--- src/rtl/apb_ucpd_sync_filt.sv ---
// Multi-channel synchronizer + programmable glitch filter + registered rise/fall pulses for UCPD rx/status lines.
// Latency: data_d follows a stable data_s change F_SYNC_TYPE+filt_thr+1 clk_d edges after the change is set up.
// Backpressure: none; free-running sampler, every cycle produces a result.
//
// Ports:
//   clk_d     destination-domain clock
//   rst_d     synchronous reset, active high (priority over init_d_n)
//   init_d_n  synchronous re-initialise, active low; same effect as rst_d
//   data_s    CH asynchronous inputs
//   filt_thr  filter threshold (0 = pass-through after sync); may change live
//   data_d    CH filtered, synchronized levels
//   rise_d    CH one-cycle pulses on data_d 0->1
//   fall_d    CH one-cycle pulses on data_d 1->0
//   chg_d     OR of all rise_d/fall_d bits, registered alongside them
module apb_ucpd_sync_filt #(
  parameter int              CH          = 4,
  parameter logic [CH-1:0]   RST_VAL     = '0,
  parameter int              F_SYNC_TYPE = 2,
  parameter int              FILT_W      = 4
) (
  input  logic              clk_d,
  input  logic              rst_d,
  input  logic              init_d_n,
  input  logic [CH-1:0]     data_s,
  input  logic [FILT_W-1:0] filt_thr,
  output logic [CH-1:0]     data_d,
  output logic [CH-1:0]     rise_d,
  output logic [CH-1:0]     fall_d,
  output logic              chg_d
);

  // Synchronizer stages; stage F_SYNC_TYPE-1 is the metastability-safe copy.
  logic [CH-1:0]     sync_q [F_SYNC_TYPE];
  logic [CH-1:0]     ss;
  logic [FILT_W-1:0] cnt_q   [CH];
  logic [FILT_W-1:0] cnt_nxt [CH];
  logic [CH-1:0]     commit;

  assign ss = sync_q[F_SYNC_TYPE-1];

  // Filter decision per channel. The >= compare (rather than ==) lets a live
  // threshold drop below the running count commit immediately; the counter
  // only increments while strictly below the threshold, so it cannot wrap.
  always_comb begin
    commit = '0;
    for (int i = 0; i < CH; i++) begin
      cnt_nxt[i] = '0;
      if (ss[i] != data_d[i]) begin
        if (cnt_q[i] >= filt_thr) begin
          commit[i] = 1'b1;
        end else begin
          cnt_nxt[i] = cnt_q[i] + 1'b1;
        end
      end
    end
  end

  always_ff @(posedge clk_d) begin
    if (rst_d || !init_d_n) begin
      for (int k = 0; k < F_SYNC_TYPE; k++) begin
        sync_q[k] <= RST_VAL;
      end
      for (int i = 0; i < CH; i++) begin
        cnt_q[i] <= '0;
      end
      data_d <= RST_VAL;
      rise_d <= '0;
      fall_d <= '0;
      chg_d  <= 1'b0;
    end else begin
      sync_q[0] <= data_s;
      for (int k = 1; k < F_SYNC_TYPE; k++) begin
        sync_q[k] <= sync_q[k-1];
      end
      for (int i = 0; i < CH; i++) begin
        cnt_q[i] <= cnt_nxt[i];
      end
      // A committed channel takes the synchronized level, i.e. flips.
      data_d <= data_d ^ commit;
      rise_d <= commit & ss;
      fall_d <= commit & ~ss;
      chg_d  <= |commit;
    end
  end

endmodule

--- config.mk ---
export PLATFORM = sky130hd
export DESIGN_NAME = apb_ucpd_sync_filt
export DESIGN_NICKNAME = d
export VERILOG_FILES = /design/src/rtl/apb_ucpd_sync_filt.sv
export SDC_FILE = /design/constraint.sdc
export NUM_CORES = 1
export LEC_CHECK = 0
export BUFFER_PORTS_ARGS = -buffer_cell sky130_fd_sc_hd__buf_2
export CAP_MARGIN = 20
export CORE_MARGIN = 8
export CORE_UTILIZATION = 45
export DETAILED_ROUTE_END_ITERATION = 10
export PLACE_DENSITY = 0.67
export SETUP_SLACK_MARGIN = 0.2
export SYNTH_ARGS = -nofsm -noshare
export SYNTH_HDL_FRONTEND = slang
export SYNTH_SLANG_ARGS = --single-unit
--- constraint.sdc ---
create_clock -name clk_d -period 3.9 [get_ports clk_d]
set_clock_uncertainty 0.05 [all_clocks]
set_input_delay 0.39 -clock clk_d [delete_from_list [all_inputs] [get_ports clk_d]]
set_output_delay 0.39 -clock clk_d [all_outputs]
set_load 0.005 [all_outputs]
== Word level (Yosys, flattened, before mapping) ==
Memory sizes are Yosys's and may differ from the RTL's.
Index checks and enable logic that the tools add are counted.

* Add/subtract/negate cells: 4
* Order comparisons: 4
* Eq/ne operators: 4
* Mux-type cells: 25
* Bitwise gates (word level): 10
* Reductions and logical operators: 3

{| class="wikitable"
|+ Operators with widths
! cell !! number
|-
| 4-bit two-way mux || 14
|-
| 4-bit by 1-bit adder with 4-bit output (second input constant) || 4
|-
| 4-bit greater-or-equal comparator || 4
|-
| 1-bit two-way mux || 11
|-
| 4-bit AND || 2
|-
| 1-bit bitwise OR || 6
|-
| 1-bit inequality test || 4
|-
| 4-bit NOT || 1
|-
| 4-bit OR reduction || 1
|-
| 4-bit bitwise XOR || 1
|-
| 1-bit zero test || 1
|-
| 1-bit logical OR || 1
|}

* Flip-flop bits (word level): 13
* Memory bits (writable): 24
* Input port bits: 11
* Output and inout port bits: 13
* Memories kept: 2

{| class="wikitable"
|+ Memory list
! memory !! depth !! width !! read ports !! clocked after Yosys merged registers in !! write ports !! RTL line !! text
|-
| cnt_q || 4 || 4 || 4 || 0 || 4 || 35 || <nowiki>logic [FILT_W-1:0] cnt_q [CH];</nowiki>
|-
| sync_q || 2 || 4 || 2 || 0 || 2 || 33 || <nowiki>logic [CH-1:0] sync_q [F_SYNC_TYPE];</nowiki>
|}

== Depth between registers and ports, before layout ==
Gate-level depths: netlist (run 1).

* Word-level depth: 5
* Gate-level depth with buffers: 6
* Gate-level depth less buffers: 6

== Least setup slack after synthesis (run 1) ==
Ideal clock, no wire load.

* Path kind: input -> register
* From: input port filt_thr[0]
* To: register chg_d
* Setup time: 129 ps
* Arrival time: 1386 ps
* Data required time: 3721 ps
* Path slack: 2335 ps
* Stages: 5
* Buffers on the path: 0
* Path through: ha_1 > nand2b_4 > a2111o_1 > nand3_1 > nand4_1

* Word-level cells in the longest chain between the ends: 4

{| class="wikitable"
|+ RTL lines
! element !! RTL line !! text
|-
| from (decl) || 25 || <nowiki>input logic [FILT_W-1:0] filt_thr,</nowiki>
|-
| 4-bit greater-or-equal comparator || 49 || <nowiki>if (cnt_q[i] >= filt_thr) begin</nowiki>
|-
| 1-bit two-way mux || 49 ||
|-
| 1-bit two-way mux || 48 || <nowiki>if (ss[i] != data_d[i]) begin</nowiki>
|-
| 4-bit OR reduction * || 82 || <nowiki>chg_d <= |commit;</nowiki>
|-
| to (signal assigned) || 82 ||
|-
| to (decl) || 29 || <nowiki>output logic chg_d</nowiki>
|}

Every way passes the cells marked *; elsewhere a longest branch is shown, timed or not.
A chain may end at the register's enable or synchronous reset.

==> flow_summary.toml, run 1 <==
[clock_tree]
clkSinkCount = 37
cts_hold_buf = 0
postCtsSetupBuffers = 0
path_clk_slew_ns = 0.07
cts_resized = 0
cts_tree = "yes"
cts_buffer_depth = 2
htreeDepth = 2
cts_root_buffer = "clkbuf_8"
clk_latency_ns = 0.28
cts-buffers-inserted = 5

[sta]
fmax_ghz = 0.5982
finalSetupTns_ns = 0
relSlewSlack = 0.6398
hold_viol = 0
rsz0062_at_grt = "false"
setup_viol = 0
min_period_ns = 1.672
fin_hold_ws_ns = 0.2515
worst_pin_slew_ns = 0.5402
finalMaxSlewViolations = 0
period_share = 0.4286

[worst_setup_path]
crit_end = "chg_d"
critPathCaptureType = "flip-flop"
reg2reg_from = "cnt_q[3][0]"
r2r_end = "chg_d"
required_ns = 4.01
cp_max_fo = 4
max_stage_delay_ns = 0.45
reg2reg_setup_slack_ns = 2.23
cp_num_buf_inv = 1
crit_family = "compound AO/OA/AOI/OAI gates"
start_kind = "flip-flop"
worst_ep_arrival_time_ns = 1.79
slowest_stage = "a2111o_1"
path_cells = "inv_1 -> ha_1 -> nand2b_4 -> a2111o_1 -> nand3_1 -> nand4_1"
reg2reg_depth = 6
startpoint = "cnt_q[3][0]"
crit_cells = 6
critPathKind = "reg -> reg"

[synthesis]
synth_cell_types = 26
synth_ff_type = "dfxtp_1"
synth.net_count = 209
yosys-top-cells-count = "dfxtp_1 (37), nor2_1 (22), ha_1 (20), inv_1 (14), nand3_1 (12)"
synth.most_common_cell = "dfxtp_1"
ys_ff_latch = 37
synth_top_area_share = 0.4471
syn_area_um2 = 1657
yosysSeqAreaShare = 0.4471
async_flop_share = 0
synth_edf_count = 0
netlist_top_cells_area = "dfxtp_1 (45%), ha_1 (15%), nor2_1 (5.0%)"
yosysTopAreaCell = "dfxtp_1"
yosysWarnings = 0
syn_avg_cell_area_um2 = 9.307
syn_inst = 178

[place]
dp_hpwl_mm = 2.268
dp.cells = 248
port_buffers = 23
place_congestion = 0.7503

[grt]
grt_max_degree = 13
track_usage = 0.1053
globalRoute.totalOverflow = 0
grt_pass1_vias = 1215
grt_pass1_wl_mm = 5.154
antenna_found_initial = 0

[route]
via_per_inst = 4.789
drtPass1Iterations = 4
wl_mm = 2.861
route.detailed.drc = 0
routedWlPerCell_um = 11.18
num_vias = 1226
ant_nets = 0
drtIter0Drc = 49

[floorplanning]
core_um2 = 3606
start_util = 0.4594
chipWidth_um = 76.68
num_rows = 22
io_pins = 24
dieArea_um2 = 5879
fp.dieH_um = 76.68

[finish]
nets = 238
post-route-util = 0.5295
fin_cells = 256
syn_to_final_growth_pct = 15.26
drive_above_1_share = 0.1587
fillers = 349
diodes = 0

[power]
peakVddDrop_mv = 0.1991
leakagePower_nw = 0.8456
total_power_mw = 0.6661
powerDensity_nw_per_um2 = 348.9

[job]
drv_cap = 0

[worst_hold_path]
holdCritPathClass = "in -> reg"

[run_status]
outcome = "finished clean"
report_power, final:
part	internal (mW)	total [mW]	leakage, nW	switching, mW
logic	0.0155	0.0353	0.502	0.0198
registers	0.380	0.382	0.299	0.00115
clock network	0.124	0.249	0.0450	0.126
layout make-up:
type,instances,area (um2),share of cell area
Inverter,14,52.55,0.02752
Clock buffer,6,72.57,0.03801
Multi-Input combinational cell,126,858.3,0.4495
Sequential cell,37,740.7,0.3879
Timing Repair Buffer,23,115.1,0.06029
Tap cell,48,60.06,0.03145
Clock inverter,2,10.01,0.005242
layer usage:
metal | global-route usage | wire length [um] | vias to the layer above
li1 | - | - | 660
met1 | 0.1298 | 1473 | 530
met2 | 0.1589 | 1181 | 28
met3 | 0.04312 | 164 | 8
met4 | 0.04038 | 41 | 0
met5 | 0 | 0 | -
through the flow:
step | setup WS [ns] | area, um2
after floorplan | 2.335 | 1657
after detailed placement | 2.102 | 1827
after global routing | 2.122 | 1909
after global placement | 2.122 | 1827
after CTS | 2.211 | 1909
final | 2.228 | 1909
cell families (layout without fill, tap and decap cells):
| family | Yosys count | after routing | share of synthesized area |
|---|---|---|---|
| XOR/XNOR | 10 | 10 | 0.05287 |
| AND/OR/NAND/NOR | 68 | 68 | 0.2130 |
| flip-flops | 37 | 37 | 0.4471 |
| buffers and inverters | 15 | 45 | 0.03474 |
| adder cells (fa/ha/maj) | 20 | 20 | 0.1511 |
| AO/OA/AOI/OAI | 28 | 28 | 0.1012 |
worst min-delay path by stage:
stage | startpoint | endpoint | cells past startpoint | slack [ns]
floorplan | sync_q[0][0] | sync_q[0][4] | 1 | 0.36
global placement | sync_q[0][3] | sync_q[0][7] | 1 | 0.36
detailed placement | sync_q[0][3] | sync_q[0][7] | 1 | 0.36
CTS | data_s[0] | sync_q[0][0] | 2 | 0.24
global route | data_s[1] | sync_q[0][1] | 2 | 0.25
finish | data_s[0] | sync_q[0][0] | 2 | 0.25
layout by cell type, fill, tap and decap left out, drive strengths merged, types with 8 or more instances in the layout:
cell,Yosys,routed
dfxtp,37,37
buf,1,23
o21ai,12,12
inv,14,14
and2,8,8
a21oi,8,8
nand2b,9,9
nor2,22,22
nand3,12,12
ha,20,20
(Power assumes the default switching activity.)
==> inputs of run 2 (changes only) <==
--- a/config.mk
+++ b/config.mk
@@ -5,12 +5,13 @@
 export SDC_FILE = /design/constraint.sdc
 export NUM_CORES = 1
 export LEC_CHECK = 0
+export ABC_AREA = 1
 export BUFFER_PORTS_ARGS = -buffer_cell sky130_fd_sc_hd__buf_2
 export CAP_MARGIN = 20
 export CORE_MARGIN = 8
 export CORE_UTILIZATION = 45
 export DETAILED_ROUTE_END_ITERATION = 10
-export PLACE_DENSITY = 0.67
+export PLACE_DENSITY = 0.69
 export SETUP_SLACK_MARGIN = 0.2
 export SYNTH_ARGS = -nofsm -noshare
 export SYNTH_HDL_FRONTEND = slang
==> constraint.sdc (replaced) <==
create_clock -name clk_d -period 1.4 [get_ports clk_d]
set_clock_uncertainty 0.05 [all_clocks]
set_input_delay 0.14 -clock clk_d [delete_from_list [all_inputs] [get_ports clk_d]]
set_output_delay 0.14 -clock clk_d [all_outputs]
set_load 0.005 [all_outputs]
==> flow_summary.toml, run 2 <==
[place]
port_buffers = 23
dp_hpwl_mm = 2.461
pre_cts_ws_ns = -0.05531
place_congestion = 0.7667
dp.cells = 293
placed_area_um2 = 2052

[worst_setup_path]
worst_ep_arrival_time_ns = 1.49
required_ns = 1.54
slowest_stage = "dfxtp_2"
critPathKind = "reg -> reg"
cp_max_fo = 4
path_cells = "ha_4 -> nand2_4 -> inv_4 -> nand2_4 -> nand3_4 -> nand2_2 -> nand2_1 -> inv_1 -> nand2_1"
start_kind = "flip-flop"
max_stage_delay_ns = 0.38
critPathCaptureType = "flip-flop"

[floorplanning]
num_rows = 22
dieArea_um2 = 6093
chipWidth_um = 78.06
start_util = 0.4698
core_um2 = 3689
fp.dieH_um = 78.06
io_pins = 24

[synthesis]
yosys-top-cells-count = "inv_1 (40), nand2_1 (40), dfxtp_1 (37), nor2_1 (35), ha_1 (20)"
synth_xor_area_frac = 0.05560
yosysTopAreaCell = "dfxtp_1"
syn_area_um2 = 1733
netlist_top_cells_area = "dfxtp_1 (43%), ha_1 (14%), inv_1 (8.7%)"
synthAdderAreaFrac = 0.1444
synth_top_area_share = 0.4274
ys_ff_latch = 37
syn_avg_cell_area_um2 = 8.060
async_flop_share = 0
synth_edf_count = 0
yosysWarnings = 0
yosysSeqAreaShare = 0.4274
synth_cell_types = 23
synth_top_family_by_area = "simple AND/OR/NAND/NOR gates"
synth_ff_type = "dfxtp_1"
synth-simple-area-share = 0.2621
syn_inst = 215
synth.net_count = 246
synthMuxAreaShare = 0
synth-compound-area-share = 0.01155

[route]
routedWlPerCell_um = 12.90
num_vias = 1470
route.detailed.drc = 0
drtIter0Drc = 55
ant_nets = 0
wl_mm = 4.065
via_per_inst = 4.667
drtPass1Iterations = 4

[clock_tree]
htreeDepth = 2
cts_root_buffer = "clkbuf_8"
clkSinkCount = 37
path_clk_slew_ns = 0.07
clk_latency_ns = 0.28
cts_tree = "yes"
cts-buffers-inserted = 5
cts_buffer_depth = 2

[sta]
relSlewSlack = 0.7373
fin_hold_ws_ns = 0.01426
hold_viol = 0
setup_viol = 0
finalMaxSlewViolations = 0
period_share = 0.9623
min_period_ns = 1.347
fmax_ghz = 0.7423
rsz0062_at_grt = "true"
setup_slack_ns = 0.05277
finalSetupTns_ns = 0
worst_pin_slew_ns = 0.3940

[grt]
grt_max_degree = 12
track_usage = 0.1242
grt_pass1_vias = 1488
antenna_found_initial = 0
grt_pass1_wl_mm = 6.203
globalRoute.totalOverflow = 0

[finish]
layout_common_cells = "inv_1 (32), nor2_1 (27), buf_2 (23), buf_4 (22)"
fin_cells = 315
drive_above_1_share = 0.5169
final_area_um2 = 2582
post-route-util = 0.7001
nets = 298
fillers = 272
diodes = 0
syn_to_final_growth_pct = 49.03
final_common_cell = "inv_1"

[power]
powerDensity_nw_per_um2 = 793.4
leakagePower_nw = 1.196
peakVddDrop_mv = 0.5785
total_power_mw = 2.049

[run_status]
outcome = "finished clean"

[worst_hold_path]
holdCritPathClass = "in -> reg"

[job]
drv_cap = 0
==> run 2: cell count changes after synthesis, moves of 4 or more <==
cell / change
nand2_1: +39
nor3_1: -4
nor2_2: +4
and2_1: -7
a21oi_1: -4
nor2_1: +13
nor2b_1: -5
nand2b_1: -8
inv_1: +26
o21ai_0: -10
==> run 2: repair_timing <==
action / in CTS / in global routing
setup endpoints to repair: 29 / 29
pin swaps: 30 / 35
setup buffers: 11 / 4
cloned: 0 / 0
resized for setup: 37 / 38
hold buffers: 0 / 0
==> run 2: layer usage <==
| layer | vias up | GRT usage | part of all wire |
|---|---|---|---|
| met1 | 674 | 0.1235 | 0.42 |
| met5 | - | 0 | 0 |
| met2 | 25 | 0.2328 | 0.51 |
| met3 | 14 | 0.04100 | 0.035 |
| met4 | 0 | 0.04630 | 0.035 |
| li1 | 757 | - | - |
==> run 2: logic make-up (layout without fill, tap and decap cells) <==
| family | count (synthesis) | in the layout |
|---|---|---|
| xor+xnor | 11 | 11 |
| flops | 37 | 37 |
| buf+inv | 43 | 95 |
| fa+ha+maj | 20 | 20 |
| simple gates | 100 | 100 |
| compound gates | 4 | 4 |
==> run 2: path summary, 6_finish.rpt <==
path / startpoint / end / slack [ns] / cells past startpoint
worst min-delay path: data_s[1] / sync_q[0][1] / 0.01 / 3
worst max-delay path: cnt_q[1][2] / chg_d / 0.05 / 9
worst max register to register: cnt_q[1][2] / chg_d / 0.05 / 9
worst min register to register: sync_q[0][0] / sync_q[0][4] / 0.35 / 2
==> run 2: critical path: cells and delay by family (launching register included) <==
kind | cells | cell delay (ns)
adder cells (fa/ha/maj) | 1 | 0.22
buffers and inverters | 2 | 0.10
flip-flops | 1 | 0.38
AND/OR/NAND/NOR | 6 | 0.49
==> run 2: area by class of cell <==
class	count	area (um2)	area share
multi-input cells	135	1207	0.4675
flip-flops and latches	37	760.7	0.2946
repair buffers	47	302.8	0.1172
inverters	41	161.4	0.06250
clock buffers	6	82.58	0.03198
well taps	48	60.06	0.02326
clock inverters	1	7.507	0.002907
==> run 2: power by group <==
part	internal, mW	switching [mW]	total [mW]
Sequential	1.06	0.00587	1.07
Combinational	0.0956	0.123	0.219
Clock	0.389	0.373	0.762
Total	1.55	0.502	2.05
